`src/rtl/rand_fill_pkg.sv`:
```
// Shared definitions for the LFSR memory filler: FSM states, default LFSR constants,
// and the multi-step Fibonacci LFSR function used by rand_fill_lfsr.
package rand_fill_pkg;

    typedef enum logic [1:0] {
        IDLE = 2'd0,
        FILL = 2'd1,
        DONE = 2'd2
    } state_t;

    localparam logic [31:0] DEFAULT_TAPS = 32'h8020_0003;
    localparam logic [31:0] DEFAULT_SEED = 32'h0000_0001;

    // Widest LFSR the step function supports; narrower registers are zero-extended.
    localparam int LFSR_MAX_W = 64;

    // Bits above the caller's width never reach the feedback because the taps there are zero,
    // so the low LFSR_W bits of the result are exact for any LFSR_W <= LFSR_MAX_W.
    function automatic logic [LFSR_MAX_W-1:0] lfsr_step_n(
        input logic [LFSR_MAX_W-1:0] l,
        input logic [LFSR_MAX_W-1:0] taps,
        input int                    n
    );
        logic [LFSR_MAX_W-1:0] s;
        s = l;
        for (int k = 0; k < n; k++) begin
            s = {s[LFSR_MAX_W-2:0], ^(s & taps)};
        end
        return s;
    endfunction

endpackage

```
`src/rtl/rand_fill_lfsr.sv`:
```
// Fibonacci LFSR register that advances STEP steps per enabled cycle, with a
// loadable seed; a zero seed is replaced by SEED so the register cannot lock up.
module rand_fill_lfsr
    import rand_fill_pkg::*;
#(
    parameter int                LFSR_W = 32,
    parameter logic [LFSR_W-1:0] TAPS   = LFSR_W'(DEFAULT_TAPS),
    parameter int                STEP   = 1,
    parameter logic [LFSR_W-1:0] SEED   = LFSR_W'(DEFAULT_SEED)
) (
    input  logic              clk,
    input  logic              rst_n,
    input  logic              load,
    input  logic [LFSR_W-1:0] seed,
    input  logic              advance,
    output logic [LFSR_W-1:0] state
);

    logic [LFSR_MAX_W-1:0] stepped;
    logic                  unused_stepped;

    assign stepped        = lfsr_step_n(LFSR_MAX_W'(state), LFSR_MAX_W'(TAPS), STEP);
    assign unused_stepped = ^stepped;

    always_ff @(posedge clk or negedge rst_n) begin
        if (!rst_n) begin
            state <= SEED;
        end else if (load) begin
            state <= (seed == '0) ? SEED : seed;
        end else if (advance) begin
            state <= stepped[LFSR_W-1:0];
        end
    end

endmodule

```
`src/rtl/rand_fill.sv`:
```
// LFSR memory filler: writes one pseudo-random word per accepted cycle from address 0 to DEPTH-1.
// Optional RAND_FILL_LOOP_EN: refill continuously with a one-cycle o_done pulse per pass.
module rand_fill
    import rand_fill_pkg::*;
#(
    parameter int                ADDR_W = 16,
    parameter int                DEPTH  = 2**ADDR_W,
    parameter int                DATA_W = 1,
    parameter int                LFSR_W = 32,
    parameter logic [LFSR_W-1:0] TAPS   = LFSR_W'(DEFAULT_TAPS),
    parameter logic [LFSR_W-1:0] SEED   = LFSR_W'(DEFAULT_SEED)
) (
    input  logic              i_clk,
    input  logic              i_rst_n,
    input  logic              i_start,
    input  logic              i_seed_load,
    input  logic [LFSR_W-1:0] i_seed,
    input  logic              i_stall,
    output logic [ADDR_W-1:0] o_addr,
    output logic [DATA_W-1:0] o_dat,
    output logic              o_we,
    output logic              o_busy,
    output logic              o_done
);

    // state | meaning
    // IDLE  | after reset, no writes; seed load and start accepted
    // FILL  | writing one word per non-stalled cycle
    // DONE  | pass complete, o_done held; seed load and start accepted

    localparam logic [ADDR_W-1:0] LAST_ADDR = ADDR_W'(DEPTH - 1);

    state_t            state;
    logic [ADDR_W-1:0] addr;
    logic [LFSR_W-1:0] lfsr;
    logic              accept;
    logic              last;
    logic              seed_load_ok;
    logic              unused_lfsr;

    assign o_we         = (state == FILL);
    assign o_busy       = (state == FILL);
    assign o_addr       = addr;
    assign o_dat        = lfsr[LFSR_W-1 -: DATA_W];
    assign accept       = o_we && !i_stall;
    assign last         = (addr == LAST_ADDR);
    assign seed_load_ok = i_seed_load && (state != FILL);
    assign unused_lfsr  = ^lfsr;

    rand_fill_lfsr #(
        .LFSR_W (LFSR_W),
        .TAPS   (TAPS),
        .STEP   (DATA_W),
        .SEED   (SEED)
    ) u_lfsr (
        .clk     (i_clk),
        .rst_n   (i_rst_n),
        .load    (seed_load_ok),
        .seed    (i_seed),
        .advance (accept),
        .state   (lfsr)
    );

    always_ff @(posedge i_clk or negedge i_rst_n) begin
        if (!i_rst_n) begin
            state <= IDLE;
            addr  <= '0;
        end else begin
            case (state)
                IDLE, DONE: begin
                    if (i_start) begin
                        state <= FILL;
                        addr  <= '0;
                    end
                end
                FILL: begin
                    if (accept) begin
                        if (last) begin
                            addr <= '0;
`ifdef RAND_FILL_LOOP_EN
                            state <= FILL;
`else
                            state <= DONE;
`endif
                        end else begin
                            addr <= addr + ADDR_W'(1);
                        end
                    end
                end
                default: begin
                    state <= IDLE;
                    addr  <= '0;
                end
            endcase
        end
    end

`ifdef RAND_FILL_LOOP_EN
    // Looping never leaves FILL, so completion is flagged by a registered pulse instead.
    logic done_pulse;

    always_ff @(posedge i_clk or negedge i_rst_n) begin
        if (!i_rst_n) begin
            done_pulse <= 1'b0;
        end else begin
            done_pulse <= accept && last;
        end
    end

    assign o_done = done_pulse;
`else
    assign o_done = (state == DONE);
`endif

endmodule
```
`config.mk`:
```
export PLATFORM = sky130hd
export DESIGN_NAME = rand_fill
export DESIGN_NICKNAME = d
export VERILOG_FILES = /design/src/rtl/rand_fill_pkg.sv /design/src/rtl/rand_fill_lfsr.sv /design/src/rtl/rand_fill.sv
export SDC_FILE = /design/constraint.sdc
export NUM_CORES = 1
export LEC_CHECK = 0
export ABC_AREA = 1
export CORE_UTILIZATION = 55
export DETAILED_ROUTE_END_ITERATION = 12
export PLACE_DENSITY = 0.95
export SLEW_MARGIN = 20
export SYNTH_ARGS = -nofsm -noshare
export SYNTH_HDL_FRONTEND = slang
export SYNTH_SLANG_ARGS = --single-unit
```
`constraint.sdc`:
```
create_clock -name i_clk -period 2.1 [get_ports i_clk]
set_input_delay 0.42 -clock i_clk [delete_from_list [all_inputs] [get_ports i_clk]]
set_output_delay 0.42 -clock i_clk [all_outputs]
set_load 0.05 [all_outputs]
```
==> results.sh <==
export IMPL_run_status="finished, violations left"
export IMPL_violations="design-rule violations"
export IMPL_grt_ovfl_total=0
export IMPL_intPower_w=0.001902
export IMPL_p_clk_share_pct=22.2
export IMPL_hp_class="input port to asynchronous set/reset pin"
export IMPL_slowest_delay_ps=860
export IMPL_rrSetupSlack_ps=240
export IMPL_synth_area_per_cell_um2=7.906
export IMPL_crit_type="flop to primary output"
export IMPL_required_ps=1680
export IMPL_drc_errors=2
export IMPL_synth_top_cell_by_area="dfrtp_1"
export IMPL_rr_startpoint="state[1]$_DFFE_PN0P_"
export IMPL_first_pass_iters=8
export IMPL_fin_nets=433
export IMPL_post_route_util_pct=73.07
export IMPL_ys_ff_latch=50
export IMPL_arrival_ps=1610
export IMPL_ys_top_cells_by_area="dfrtp_1 46%, nor2_1 16%, nand2_1 8.8%"
export IMPL_ys_warn_count=0
export IMPL_met3_usage_pct=5.204
export IMPL_regArea_um2=1252
export IMPL_period_needed_ps=2034
export IMPL_grt_pass1_vias=2563
export IMPL_dp_cells=442
export IMPL_synthesis_nets=377
export IMPL_setup_violations=0
export IMPL_cp_start_kind="flop"
export IMPL_path_buf_inv=1
export IMPL_top_usage_layer="met2"
export IMPL_drive_gt1_share_pct=8.586
export IMPL_crit_cells=1
export IMPL_root_buffer="clkbuf_8"
export IMPL_path_max_fanout=6
export IMPL_antenna_cells=0
export IMPL_final_common_cell="nor2_1"
export IMPL_rsz0062_at_grt="false"
export IMPL_via_per_inst=5.787
export IMPL_synth_top_area_share_pct=45.75
export IMPL_cts_buffer_depth=2
export IMPL_reg2reg_to="u_lfsr.state[29]$_DFFE_PN0P_"
export IMPL_wirelength_um=6686
export IMPL_drtIter0Drc=298
export IMPL_power_frac_comb_pct=33.0
export IMPL_drtAntennaViolNets=0
export IMPL_fmax_mhz=491.7
export IMPL_cp_slowest_cell="clkdlybuf4s50_1"
export IMPL_clock_skew_ps=5.990
export IMPL_maxSlewViolCount=0
export IMPL_dr_total_vias=2604
export IMPL_hpwl_um=4714
export IMPL_path_cells="clkdlybuf4s50_1"
export IMPL_power_switching_w=0.001113
export IMPL_multiInputGateArea_um2=1252
export IMPL_rr_worst_depth=7
export IMPL_wire_per_inst_um=14.86
export IMPL_irDropWorstVdd_v=0.0004399
export IMPL_ctsHtreeMaxLevel=2
export IMPL_clk_pin_slew_ps=90
export IMPL_grtUsageMet2_pct=47.69
export IMPL_grt_max_degree=30
export IMPL_cellLeakagePower_nw=1.505
export IMPL_grt_usage_pct=28.61
export IMPL_relSlewSlack_pct=64.64
export IMPL_cts_buffers_inserted=5
export IMPL_fillers=350
export IMPL_antenna_found_initial=0
export IMPL_rows=25
export IMPL_use_met1_pct=36.99
export IMPL_cts_tree="built"
export IMPL_grt_pass1_wl_um=11390
export IMPL_worst_pin_slew_ps=530.5
export IMPL_dieArea_um2=5156
export IMPL_power_frac_seq_pct=44.9
export IMPL_swShare_pct=36.91
export IMPL_gp_congestion=0.8767
export IMPL_critPathTopFamily="buffers and inverters"
export IMPL_endpoint_kind="primary output"
export IMPL_cts_sinks=50
export IMPL_port_buffer_count=56
export IMPL_postCtsSetupBuffers=0
export IMPL_max_cap_viol_count=0
export IMPL_core_area_um2=4692
export IMPL_syn_inst=339
export IMPL_crit_end="o_addr[2]"
export IMPL_pwr_density_cell_nw_per_um2=879.6
export IMPL_start_util_pct=57.12
export IMPL_yosys_cell_types_count=30
export IMPL_finalSetupTns_ps=0
export IMPL_layout_common_cells="113 x nor2_1, 63 x nand2_1, 50 x clkdlybuf4s50_1"
export IMPL_period_share_pct=96.84
export IMPL_yosysSeqAreaShare_pct=46.73
export IMPL_die_x_um=71.81
export IMPL_whs_ps=84.74
export IMPL_synth_area_um2=2680
export IMPL_cp_startpoint="o_addr[2]$_DFFE_PN0P_"
export IMPL_finalHoldViolCount=0
export IMPL_boundaryPins=57
export IMPL_die_h_um=71.81
export IMPL_stdcell_count=450
export IMPL_area_growth_pct=27.92
export IMPL_insertion_delay_ps=300
-- cell type report --
| type | instances | area share (%) |
|---|---|---|
| well taps | 54 | 1.971 |
| flip-flops and latches | 50 | 36.53 |
| multi-input cells | 255 | 36.53 |
| clock buffers | 5 | 2.007 |
| clock inverters | 3 | 1.168 |
| inverters | 19 | 2.080 |
| repair buffers | 64 | 19.71 |
-- routing by layer --
metal | vias to the layer above | part of all wire, %
li1 | 1242 | -
met2 | 113 | 51
met3 | 24 | 5.9
met4 | 0 | 2.9
met1 | 1225 | 40
met5 | - | 0
-- registers in the layout (all words and copies together), names as in the netlist --
| signal | flops |
|---|---|
| u_lfsr.state | 32 |
| o_addr | 16 |
| state | 2 |
-- cells in the mapped netlist --
library cell	number
buf_2	5
o21ai_0	4
nor2_4	1
o21ai_4	2
o21bai_1	1
xor2_1	2
nand4_1	6
nand2_1	63
o21ai_1	3
clkbuf_1	3
buf_4	1
nand2_2	3
dfstp_2	1
a21oi_1	4
ha_1	1
o221ai_1	1
buf_1	1
nor2_1	113
buf_6	5
nor2_2	2
xnor2_1	4
dfrtp_1	49
nand3_2	1
inv_2	2
nor3_2	2
nor3_1	3
inv_1	17
nand3_1	11
and2_1	1
o32ai_1	27
-- worst min path at each step --
stage / endpoint / depth (start not counted)
floorplan: o_addr[0]$_DFFE_PN0P_ / 0
finish: o_addr[13]$_DFFE_PN0P_ / 1
global route: o_addr[13]$_DFFE_PN0P_ / 1
global placement: o_addr[13]$_DFFE_PN0P_ / 1
CTS: o_addr[13]$_DFFE_PN0P_ / 1
detailed placement: o_addr[13]$_DFFE_PN0P_ / 1
-- stage by stage --
step	total power, W	cell area (um^2)	worst slack, ps
2_1_floorplan	0.001970	2680	362.8
3_3_place_gp	0.002304	3314	287.4
3_5_place_dp	0.002346	3314	212.2
4_1_cts	0.003014	3423	50.94
5_1_grt	0.003185	3428	32.24
6_report	0.003015	3428	66.40
-- repair_timing --
action	in CTS	in global routing
endpoints found under the setup margin	0	2
gates resized for setup	0	2
hold buffers	0	0
-- power by group through the flow --
stage | sequential (W) | combinational (W) | clock, W
final | 0.00135 | 0.000994 | 0.000669
after global routing | 0.00138 | 0.00109 | 0.000722
after CTS | 0.00135 | 0.000995 | 0.000675
after detailed placement | 0.00136 | 0.000986 | 0
after global placement | 0.00135 | 0.000954 | 0
after floorplan | 0.00157 | 0.000399 | 0
-- cells by family (layout without fill, tap and decap cells) --
kind of cell / Yosys count / count (layout) / share of synthesized area (%)
AO/OA/AOI/OAI: 42 / 42 / 12.70
XOR/XNOR: 6 / 6 / 1.961
adder cells (fa/ha/maj): 1 / 1 / 0.4668
buffers and inverters: 34 / 91 / 6.536
flip-flops: 50 / 50 / 46.73
AND/OR/NAND/NOR: 206 / 206 / 31.61
(Power assumes the default switching activity.)
